--- src/rtl/data_sram_like_responder.sv ---
// -----------------------------------------------------------------------------
// data_sram_like_responder
//
// Responder end of the data-side SRAM-like interface. The EXE stage sends
// requests, and MEM consumes data_ok/rdata. Each accepted request goes to a
// single-port synchronous SRAM with 1-cycle read latency in the same cycle.
// An in-order response queue tracks outstanding transactions. Each accepted
// request gets exactly one data_ok pulse after a programmable delay.
//
// Parameters:
//   DEPTH   - max outstanding requests (power of two, 2..8)
//   LATENCY - extra cycles between earliest response and data_ok (0..7)
//   AW      - SRAM word-address width; ram_addr = data_addr[AW+1:2]
//
// Ports:
//   clk, resetn              - clock, synchronous active-low reset
//   data_req/wr/size/addr    - request valid, store flag, access size, byte address
//   data_wstrb/wdata         - lane-aligned byte enables and store data
//   data_addr_ok             - request accepted this cycle
//   data_data_ok/data_rdata  - in-order response pulse and load word (0 when idle)
//   ram_en/we/addr/wdata     - SRAM access port
//   ram_rdata                - SRAM read data, valid the cycle after a read
//
// Optional feature (macro DATA_RAND_DELAY_EN):
//   When defined, a 16-bit Fibonacci LFSR (taps 16,14,13,11, seed 16'hACE1)
//   adds 0..3 random cycles to each request's delay. When undefined, the
//   delay is exactly LATENCY.
// -----------------------------------------------------------------------------
module data_sram_like_responder #(
    parameter int DEPTH   = 4,
    parameter int LATENCY = 1,
    parameter int AW      = 16
) (
    input  logic          clk,
    input  logic          resetn,
    input  logic          data_req,
    input  logic          data_wr,
    input  logic [1:0]    data_size,
    input  logic [31:0]   data_addr,
    input  logic [3:0]    data_wstrb,
    input  logic [31:0]   data_wdata,
    output logic          data_addr_ok,
    output logic          data_data_ok,
    output logic [31:0]   data_rdata,
    output logic          ram_en,
    output logic [3:0]    ram_we,
    output logic [AW-1:0] ram_addr,
    output logic [31:0]   ram_wdata,
    input  logic [31:0]   ram_rdata
);

    localparam int PW = $clog2(DEPTH);
    localparam int CW = $clog2(DEPTH) + 1;
    // Wide enough for LATENCY (max 7) plus up to 3 random extra cycles.
    localparam int DW = 4;

    localparam logic [CW-1:0] DEPTH_C   = CW'(DEPTH);
    localparam logic [DW-1:0] LATENCY_C = DW'(LATENCY);

    // Queue bookkeeping
    logic [PW-1:0] head_ptr;
    logic [PW-1:0] tail_ptr;
    logic [CW-1:0] count;

    // Per-entry state
    logic          entry_wr     [DEPTH];
    logic [1:0]    entry_size   [DEPTH];
    logic [31:0]   entry_rdata  [DEPTH];
    logic          entry_rvalid [DEPTH];
    logic [DW-1:0] entry_delay  [DEPTH];

    // Capture tracking: the entry accepted last cycle receives ram_rdata now.
    logic          cap_pending;
    logic [PW-1:0] cap_idx;

    // Combinational control
    logic          accept;
    logic          pop;
    logic          head_capture;
    logic          head_ready;
    logic [31:0]   capture_word;
    logic [DW-1:0] delay_load;

`ifdef DATA_RAND_DELAY_EN
    logic [15:0] lfsr;
    logic        lfsr_fb;

    // Free-running LFSR. It advances every cycle so the extra delay depends
    // on when a request arrives, not just how many came before it.
    assign lfsr_fb = lfsr[15] ^ lfsr[13] ^ lfsr[12] ^ lfsr[10];

    always_ff @(posedge clk) begin
        if (!resetn) begin
            lfsr <= 16'hACE1;
        end else begin
            lfsr <= {lfsr[14:0], lfsr_fb};
        end
    end

    assign delay_load = LATENCY_C + {2'b00, lfsr[1:0]};
`else
    assign delay_load = LATENCY_C;
`endif

    // Head readiness and pop decision. A head whose read data is arriving
    // this cycle can still pop, so the data is bypassed straight to
    // data_rdata. That is what makes LATENCY=0 respond one cycle after accept.
    always_comb begin
        head_capture = 1'b0;
        head_ready   = 1'b0;
        pop          = 1'b0;
        capture_word = entry_wr[cap_idx] ? 32'h0 : ram_rdata;
        if (cap_pending && (cap_idx == head_ptr)) begin
            head_capture = 1'b1;
        end
        head_ready = entry_rvalid[head_ptr] | head_capture;
        if ((count != '0) && head_ready && (entry_delay[head_ptr] == '0)) begin
            pop = resetn;
        end
    end

    // Acceptance needs only occupancy. A full queue can still accept when
    // the head leaves in the same cycle. Outputs are forced low during reset.
    always_comb begin
        accept = 1'b0;
        if (resetn && data_req && ((count < DEPTH_C) || pop)) begin
            accept = 1'b1;
        end
    end

    assign data_addr_ok = accept;

    // The SRAM is driven straight from the request, so SRAM accesses are
    // issued in exactly the same order as requests are accepted.
    always_comb begin
        ram_en    = accept;
        ram_we    = (accept && data_wr) ? data_wstrb : 4'b0000;
        ram_addr  = data_addr[AW+1:2];
        ram_wdata = data_wdata;
    end

    // Response port: one pulse per pop, rdata held at zero otherwise.
    always_comb begin
        data_data_ok = pop;
        data_rdata   = 32'h0;
        if (pop) begin
            data_rdata = head_capture ? capture_word : entry_rdata[head_ptr];
        end
    end

    // Pointers, occupancy and capture tracking. Pointers wrap naturally
    // because DEPTH is a power of two.
    always_ff @(posedge clk) begin
        if (!resetn) begin
            head_ptr    <= '0;
            tail_ptr    <= '0;
            count       <= '0;
            cap_pending <= 1'b0;
            cap_idx     <= '0;
        end else begin
            cap_pending <= accept;
            if (accept) begin
                cap_idx  <= tail_ptr;
                tail_ptr <= tail_ptr + PW'(1);
            end
            if (pop) begin
                head_ptr <= head_ptr + PW'(1);
            end
            case ({accept, pop})
                2'b10:   count <= count + CW'(1);
                2'b01:   count <= count - CW'(1);
                default: count <= count;
            endcase
        end
    end

    // Per-entry control. Allocation wins over everything else on its slot.
    // Delays count down every cycle whether or not the entry is at the head.
    // This lets younger entries become ready while an older one is stalled.
    always_ff @(posedge clk) begin
        if (!resetn) begin
            for (int i = 0; i < DEPTH; i++) begin
                entry_rvalid[i] <= 1'b0;
                entry_delay[i]  <= '0;
            end
        end else begin
            for (int i = 0; i < DEPTH; i++) begin
                if (accept && (tail_ptr == PW'(i))) begin
                    entry_rvalid[i] <= 1'b0;
                    entry_delay[i]  <= delay_load;
                end else begin
                    if (cap_pending && (cap_idx == PW'(i))) begin
                        entry_rvalid[i] <= 1'b1;
                    end
                    if (entry_delay[i] != '0) begin
                        entry_delay[i] <= entry_delay[i] - DW'(1);
                    end
                end
            end
        end
    end

    // Entry payload. It needs no reset because it is only read through a
    // valid head or a pending capture.
    always_ff @(posedge clk) begin
        for (int i = 0; i < DEPTH; i++) begin
            if (accept && (tail_ptr == PW'(i))) begin
                entry_wr[i]   <= data_wr;
                entry_size[i] <= data_size;
            end else if (cap_pending && (cap_idx == PW'(i))) begin
                entry_rdata[i] <= capture_word;
            end
        end
    end

    // Request fields that are informational only (the byte offset and upper
    // address bits, and the recorded size) are gathered here on purpose.
    logic unused_fields;
    assign unused_fields = ^{data_addr, entry_size[head_ptr]};

endmodule

--- config.mk ---
export PLATFORM = sky130hd
export DESIGN_NAME = data_sram_like_responder
export DESIGN_NICKNAME = d
export VERILOG_FILES = /design/src/rtl/data_sram_like_responder.sv
export SDC_FILE = /design/constraint.sdc
export NUM_CORES = 1
export LEC_CHECK = 0
export BUFFER_PORTS_ARGS = -buffer_cell sky130_fd_sc_hd__buf_2
export CAP_MARGIN = 20
export CORE_MARGIN = 3
export CORE_UTILIZATION = 50
export DETAILED_ROUTE_END_ITERATION = 7
export PLACE_DENSITY = 0.78
export RECOVER_POWER = 25
export SYNTH_ARGS = -nofsm -noshare
export SYNTH_HDL_FRONTEND = slang
export SYNTH_SLANG_ARGS = --single-unit
--- constraint.sdc ---
create_clock -name clk -period 9.6 [get_ports clk]
set_input_delay 0.48 -clock clk [delete_from_list [all_inputs] [get_ports clk]]
set_output_delay 0.48 -clock clk [all_outputs]
set_load 0.1 [all_outputs]
==> results of run 1 <==
per-stage QoR:
step           area [sq um]  hold slack, ps
3_5_place_dp           7950             507
5_1_grt                8540             406
2_1_floorplan          7730             468
3_3_place_gp           7950             481
4_1_cts                8540             313
6_report               8540             400
metal layers:
| layer | GRT usage, % | routed length (microns) | vias up |
|---|---|---|---|
| li1 | - | - | 2070 |
| met1 | 23.2 | 6190 | 2199 |
| met2 | 31.5 | 7890 | 186 |
| met3 | 6.02 | 1030 | 21 |
| met4 | 6.30 | 197 | 0 |
| met5 | 0 | 0 | - |
logic make-up after synthesis:
logic type	share of synthesized area, %
AO/OA/AOI/OAI	6.25
XOR/XNOR	0.453
adder cells (fa/ha/maj)	1.72
buffers and inverters	7.56
flip-flops	62.3
multiplexers	11.8
AND/OR/NAND/NOR	9.97
state kept, by name, summed over array words and instances (netlist names), named ones only:
name,cells
cap_idx,2
entry_rvalid,4
entry_rdata,128
entry_delay,16
head_ptr,2
count,3
tail_ptr,2
entry_wr,4
cap_pending,1
worst min path at each step:
stage                             startpoint                       end  slack, ps  depth (start not counted)
global placement    tail_ptr[0]$_SDFFE_PN0P_  tail_ptr[0]$_SDFFE_PN0P_        480                          1
global route                         data_wr     entry_wr[2]$_DFFE_PP_        410                          1
detailed placement  head_ptr[1]$_SDFFE_PN0P_                  register        510                          1
floorplan           head_ptr[0]$_SDFFE_PN0P_                  register        470                          1
finish                               data_wr     entry_wr[2]$_DFFE_PP_        400                          1
CTS                                  data_wr     entry_wr[2]$_DFFE_PP_        310                          1
cells in the mapped netlist (all sizes together) (5+ instances only):
library cell  number
edfxtp           149
nand2             90
buf               60
a21oi             43
mux4              34
nor2b             33
inv               19
clkbuf            18
dfxtp             17
mux2i             12
nor2              12
ha                 9
and2               7
and3               5
or3                5
power groups by stage:
stage / clock [W] / sequential (W) / combinational (W)
4_1_cts: 0.000671 / 0.000896 / 0.000310
3_5_place_dp: 0 / 0.000911 / 0.000306
5_1_grt: 0.000704 / 0.000903 / 0.000342
2_1_floorplan: 0 / 0.000901 / 0.000334
3_3_place_gp: 0 / 0.000906 / 0.000289
6_report: 0.000663 / 0.000897 / 0.000306
layout make-up:
class,count,area (sq um)
repair buffers,86,449
inverters,20,75.1
multi-input cells,299,2370
clock inverters,11,81.3
fillers,1131,6270
clock buffers,21,514
flip-flops and latches,166,4820
well taps,184,230
==> summary.md, run 1 <==
| Metric | Value |
|---|---|
| Max stage delay on crit path | `1000 ps` |
| Cell Chain, Critical Path | `mux4_2 > a31o_1 > nand4_1 > buf_4 > a21oi_1 > buf_2` |
| Fmax | `0.224 GHz` |
| Worst slew margin | `32.1%` |
| CORE AREA | `14800 sq um` |
| Commonest non-fill, non-tap cell in the layout | `edfxtp_1` |
| Min cycle time layout | `4460 ps` |
| First-pass GRT wire length | `24100 microns` |
| Register share of total power | `48.0%` |
| Final hold vios | `0` |
| DP HPWL | `9560 microns` |
| Yosys warning count | `0` |
| Period utilization | `46.4%` |
| Post-placement cell count | `755` |
| Crit path max fanout | `39` |
| Psw | `0.000501 W` |
| Post-CTS Hold Buffers | `0` |
| Clock slew at reported path FFs | `60 ps` |
| Total global routing overflow | `0` |
| Seq/Total Area, Yosys | `62.3%` |
| Vias post-DR | `4476` |
| Status | `finished clean` |
| Finish-stage setup viols | `0` |
| Die Y | `130 microns` |
| Die ar. | `17000 sq um` |
| Crit. End Element | `output pin` |
| Wire per inst | `19.4 microns` |
| Depth of the CTS H-tree | `4` |
| Slowest-stage cell, CP | `dfxtp_2` |
| CTS Sinks | `166` |
| Setup tns final | `0 ps` |
| Clock Latency Late Sink | `420 ps` |
| Synth top area share | `57.9%` |
| Clk network pwr share | `35.5%` |
| Worst vdd ir | `0.156 mV` |
| Row cnt | `44` |
| Crit. path cell count | `6` |
| Drt pass-1 iters | `4` |
| Fraction of layout cells with a size suffix above 1 | `27.0%` |
| Post-synthesis register bit count | `166` |
| Slew Limit Fails | `0` |
| Top delay family on crit path | `buffers and inverters` |
| Crit path kind | `register to output pin` |
| Cell Area, Synth | `7730 sq um` |
| Nets | `706` |
| Worst flop-to-flop path endpoint | `count[2]$_SDFFE_PN0P_` |
| Initial Util | `52.2%` |
| Post-route DRC violation count | `0` |
| Commonest cells after routing, fill and taps aside | `edfxtp_1 (149), nand2_1 (90), buf_2 (77), a21oi_1 (42), mux4_2 (34)` |
| Synthesized area per cell | `13.7 sq um` |
| CTS Root Buffer Type | `clkbuf_16` |
| Vias/cell | `5.69` |
| Crit start category | `register` |
| I/O pins | `193` |
| Total Wirelength | `15300 microns` |
| Reg2reg path depth | `10` |
| RSZ-0062 raised after global routing | `no` |
| Non-filler instance count after layout | `787` |
| Largest area contributor in the netlist | `edfxtp_1` |
| Yosys cell types | `44` |
| Top area cells in the synthesized netlist | `edfxtp_1 (58%), mux4_2 (9.9%), buf_4 (4.8%), dfxtp_1 (4.4%), nand2_1 (4.4%)` |
| Cts repair resizes | `0` |
| Syn Nets | `679` |
| Pre-CTS WS | `5540 ps` |
| Gr usage total | `18.8%` |
| Number of synthesized flops with an enable pin | `149` |
| Ys flop type | `edfxtp_1` |
| Power, Total | `0.00187 W` |
| Area Growth Syn to Fin | `10.5%` |
| CP Buf/Inv Count | `2` |
| R2r setup slk | `5580 ps` |
| Setup WS post-layout | `5140 ps` |
| Leak pwr | `3.12 nW` |
| Largest net degree at the start of global routing | `40` |
| Setup Skew | `9.43 ps` |
| Setup bufs post-CTS | `0` |
| Hold WC Path Type | `primary input to register` |
| Antenna Diode Count | `0` |
| Vias in the first global route | `4696` |
| Pwr dens | `218 nW/um^2` |
| Antenna violations before repair | `0` |
| Asr flop ratio synth | `0%` |
| Max clock buf depth | `2` |
| Total CTS buffers | `17` |
| Crit path capture | `data_rdata[31]` |
| CTS tree | `built` |
| Starting DRT DRC Count | `338` |
| Pint | `0.00137 W` |
| Logic pwr share | `16.4%` |
| Worst EP required | `9120 ps` |
| Worst slew pin tran | `1020 ps` |
| IO buf count | `78` |
| Die X | `130 microns` |
| Max cap viols | `0` |
| Layout Utilization | `57.7%` |
| Critical path arrival | `3980 ps` |
| GPL Wtd Cong | `0.745` |
| Detail Route Antenna Nets | `0` |
| Post-Syn Instances | `563` |
| Sw Ratio | `26.8%` |
(Power assumes the default switching activity.)
==> run 2: changes to the inputs <==
- CORE_UTILIZATION: 50 -> 48
- clock period: 9.6 -> 4 ns (I/O delays scaled with it)
==> run 2 against run 1 <==
Effect of this change:
- sequential power rose by 140%
- critical path depth did not move
- register-to-register slack worse by 4800 ps
- worst setup slack worse by 4700 ps
- die area is 4.0% higher
- sequential cell count unchanged
- global-route usage is 0.13 points lower
- via count grew 2.4%
- final cell count increased by 3.6%
- final area up 1.3%
- power grew 150%
- wire length rose by 4.8%
- critical path type unchanged
- largest cell class unchanged
- highest routed layer unchanged
==> summary.md, run 2 (synthesis results as in run 1) <==
| Metric | Value |
|---|---|
| Crit path max fanout | `39 (unchanged)` |
| Largest net degree at the start of global routing | `40 (unchanged)` |
| CTS Sinks | `166 (unchanged)` |
| DP HPWL | `9800 microns (was 9560 microns)` |
| GPL Wtd Cong | `0.767 (was 0.745)` |
| GRT met2 Usage | `31.1% (was 31.5%)` |
| Status | `finished clean (unchanged)` |
| Antenna Diode Count | `0 (unchanged)` |
| Crit start category | `register (unchanged)` |
| Largest registers | `entry_rdata (128), entry_delay (16) (unchanged)` |
| Busiest layer in global routing | `met2 (unchanged)` |
| Antenna violations before repair | `0 (unchanged)` |
| Die X | `133 microns (was 130 microns)` |
| Worst vdd ir | `0.352 mV (was 0.156 mV)` |
| First-pass GRT wire length | `25400 microns (was 24100 microns)` |
| Setup Skew | `11.3 ps (was 9.43 ps)` |
| Largest Register | `entry_rdata (unchanged)` |
| Die Y | `133 microns (was 130 microns)` |
| Finish-stage setup viols | `0 (unchanged)` |
| FF/Latch Area | `4820 sq um (unchanged)` |
| Routing usage on met1 | `22.7% (was 23.2%)` |
| Critical path arrival | `3370 ps (was 3980 ps)` |
| Reg2reg path depth | `6 (was 10)` |
| Initial Util | `49.9% (was 52.2%)` |
| Crit. End Element | `output pin (unchanged)` |
| Pwr dens | `539 nW/um^2 (was 218 nW/um^2)` |
| Multi-input gate area | `2370 sq um (unchanged)` |
| Setup tns final | `0 ps (unchanged)` |
| Area Growth Syn to Fin | `12.0% (was 10.5%)` |
| Min cycle time layout | `3570 ps` |
| Worst EP required | `3800 ps (was 9120 ps)` |
| Post-route DRC violation count | `0 (unchanged)` |
| RSZ-0062 raised after global routing | `no (unchanged)` |
| Row cnt | `45 (was 44)` |
| Vias in the first global route | `4744 (was 4696)` |
| Fmax | `0.280 GHz` |
| Post-CTS Hold Buffers | `0 (unchanged)` |
| Worst slew margin | `33.0% (was 32.1%)` |
| Depth of the CTS H-tree | `4 (unchanged)` |
| Vias post-DR | `4582 (was 4476)` |
| Total Wirelength | `16000 microns (was 15300 microns)` |
| IO buf count | `78 (unchanged)` |
| I/O pins | `193 (unchanged)` |
| Nets | `708 (was 706)` |
| Leak pwr | `3.14 nW (was 3.12 nW)` |
| Max cap viols | `0 (unchanged)` |
| Slowest-stage cell, CP | `inv_2 (was dfxtp_2)` |
| Commonest non-fill, non-tap cell in the layout | `edfxtp_1 (unchanged)` |
| Cell Chain, Critical Path | `or4_1 > o221ai_1 > o2111ai_4 > inv_2 > and3_1 > buf_2 (was mux4_2 > a31o_1 > nand4_1 > buf_4 > a21oi_1 > buf_2)` |
| Max stage delay on crit path | `630 ps (was 1000 ps)` |
| Setup bufs post-CTS | `0 (unchanged)` |
| Number of flip-flops in the largest register | `128 (unchanged)` |
| CORE AREA | `15500 sq um (was 14800 sq um)` |
| Cts repair resizes | `0 (unchanged)` |
| Worst Hold Launch | `data_wr (unchanged)` |
| Clock Latency Late Sink | `430 ps (was 420 ps)` |
| Min-Delay Path Depth | `1 (unchanged)` |
| Clock slew at reported path FFs | `60 ps (about the same)` |
| Gr usage total | `18.7% (was 18.8%)` |
| Met3 global-route usage | `5.67% (was 6.02%)` |
| Final hold vios | `0 (unchanged)` |
| Drt pass-1 iters | `5 (was 4)` |
| Fillers | `1182 (was 1131)` |
| Vias/cell | `5.62 (was 5.69)` |
| Slew Limit Fails | `0 (unchanged)` |
| Max clock buf depth | `2 (unchanged)` |
| R2r setup slk | `800 ps (was 5580 ps)` |
| Worst slew pin tran | `1000 ps (was 1020 ps)` |
| Total CTS buffers | `17 (unchanged)` |
| Starting DRT DRC Count | `380 (was 338)` |
| Fraction of layout cells with a size suffix above 1 | `26.7% (was 27.0%)` |
| Commonest cells after routing, fill and taps aside | `edfxtp_1 (149), nand2_1 (90), buf_2 (77), a21oi_1 (42), mux4_2 (34) (unchanged)` |
| Period utilization | `89.3%` |
| Worst flop-to-flop path endpoint | `entry_rdata[2][31]$_DFFE_PN_ (was count[2]$_SDFFE_PN0P_)` |
| Detail Route Antenna Nets | `0 (unchanged)` |
| CTS tree | `built (unchanged)` |
| CTS Root Buffer Type | `clkbuf_16 (unchanged)` |
| Die ar. | `17700 sq um (was 17000 sq um)` |
| Total global routing overflow | `0 (unchanged)` |
| Hold_ws | `119 ps (was 400 ps)` |
| Crit path kind | `register to output pin (unchanged)` |
| Wire per inst | `19.7 microns (was 19.4 microns)` |
| Worst Hold End | `entry_wr[2]$_DFFE_PP_ (unchanged)` |
| Hold WC Path Type | `primary input to register (unchanged)` |
[run 2: cell types whose count changed in the layout (fill, tap and decap cells not counted), sizes merged]
cell / delta
bufinv: +5
inv: -4
buf: +2
clkbuf: -2
clkinv: -1
clkinvlp: +1
[run 2: stage by stage]
stage	area [sq um]	setup WS, ps	instances	power, W	util, %
5_1_grt	8660	287	815	0.00485	55.9
3_5_place_dp	8020	766	784	0.00293	51.8
2_1_floorplan	7730	66.5	563	0.00296	-
4_1_cts	8660	383	815	0.00469	55.9
6_report	8660	430	815	0.00466	55.9
3_3_place_gp	8020	788	784	0.00287	51.8
[run 2: routing by layer]
layer,part of all wire (%),up-vias
met5,0,-
met4,2.2,0
met3,6.9,41
met2,51,200
met1,40,2265
li1,-,2076
[run 2: power breakdown]
group / total [W] / switching, W / internal, W
Combinational: 0.000754 / 0.000466 / 0.000287
Sequential: 0.00215 / 0.0000844 / 0.00207
Clock: 0.00176 / 0.000651 / 0.00111
[run 2: layout make-up]
cell class,instances,share of cell area (%)
flip-flops and latches,166,55.6
multi-input cells,299,27.4
repair buffers,88,5.65
clock buffers,19,5.00
well taps,211,3.05
clock inverters,12,2.36
inverters,20,0.867
[run 2: worst max path at each step]
stage,startpoint,to,cells after the start
6_report,entry_delay[0][0]$_SDFFCE_PN0P_,ram_we[1],6
5_1_grt,entry_delay[0][0]$_SDFFCE_PN0P_,ram_we[1],6
4_1_cts,entry_delay[0][0]$_SDFFCE_PN0P_,ram_we[1],6
3_5_place_dp,register,entry_rdata[2][26]$_DFFE_PN_,6
3_3_place_gp,register,entry_rdata[0][2]$_DFFE_PP_,6
2_1_floorplan,register,entry_rdata[3][0]$_DFFE_PP_,8
[run 2: critical path, delay by kind of cell, from the launching register on]
family / cells / cell delay [ps]
AO/OA/AOI/OAI: 2 / 590
buffers and inverters: 2 / 1060
flip-flops: 1 / 420
AND/OR/NAND/NOR: 2 / 860
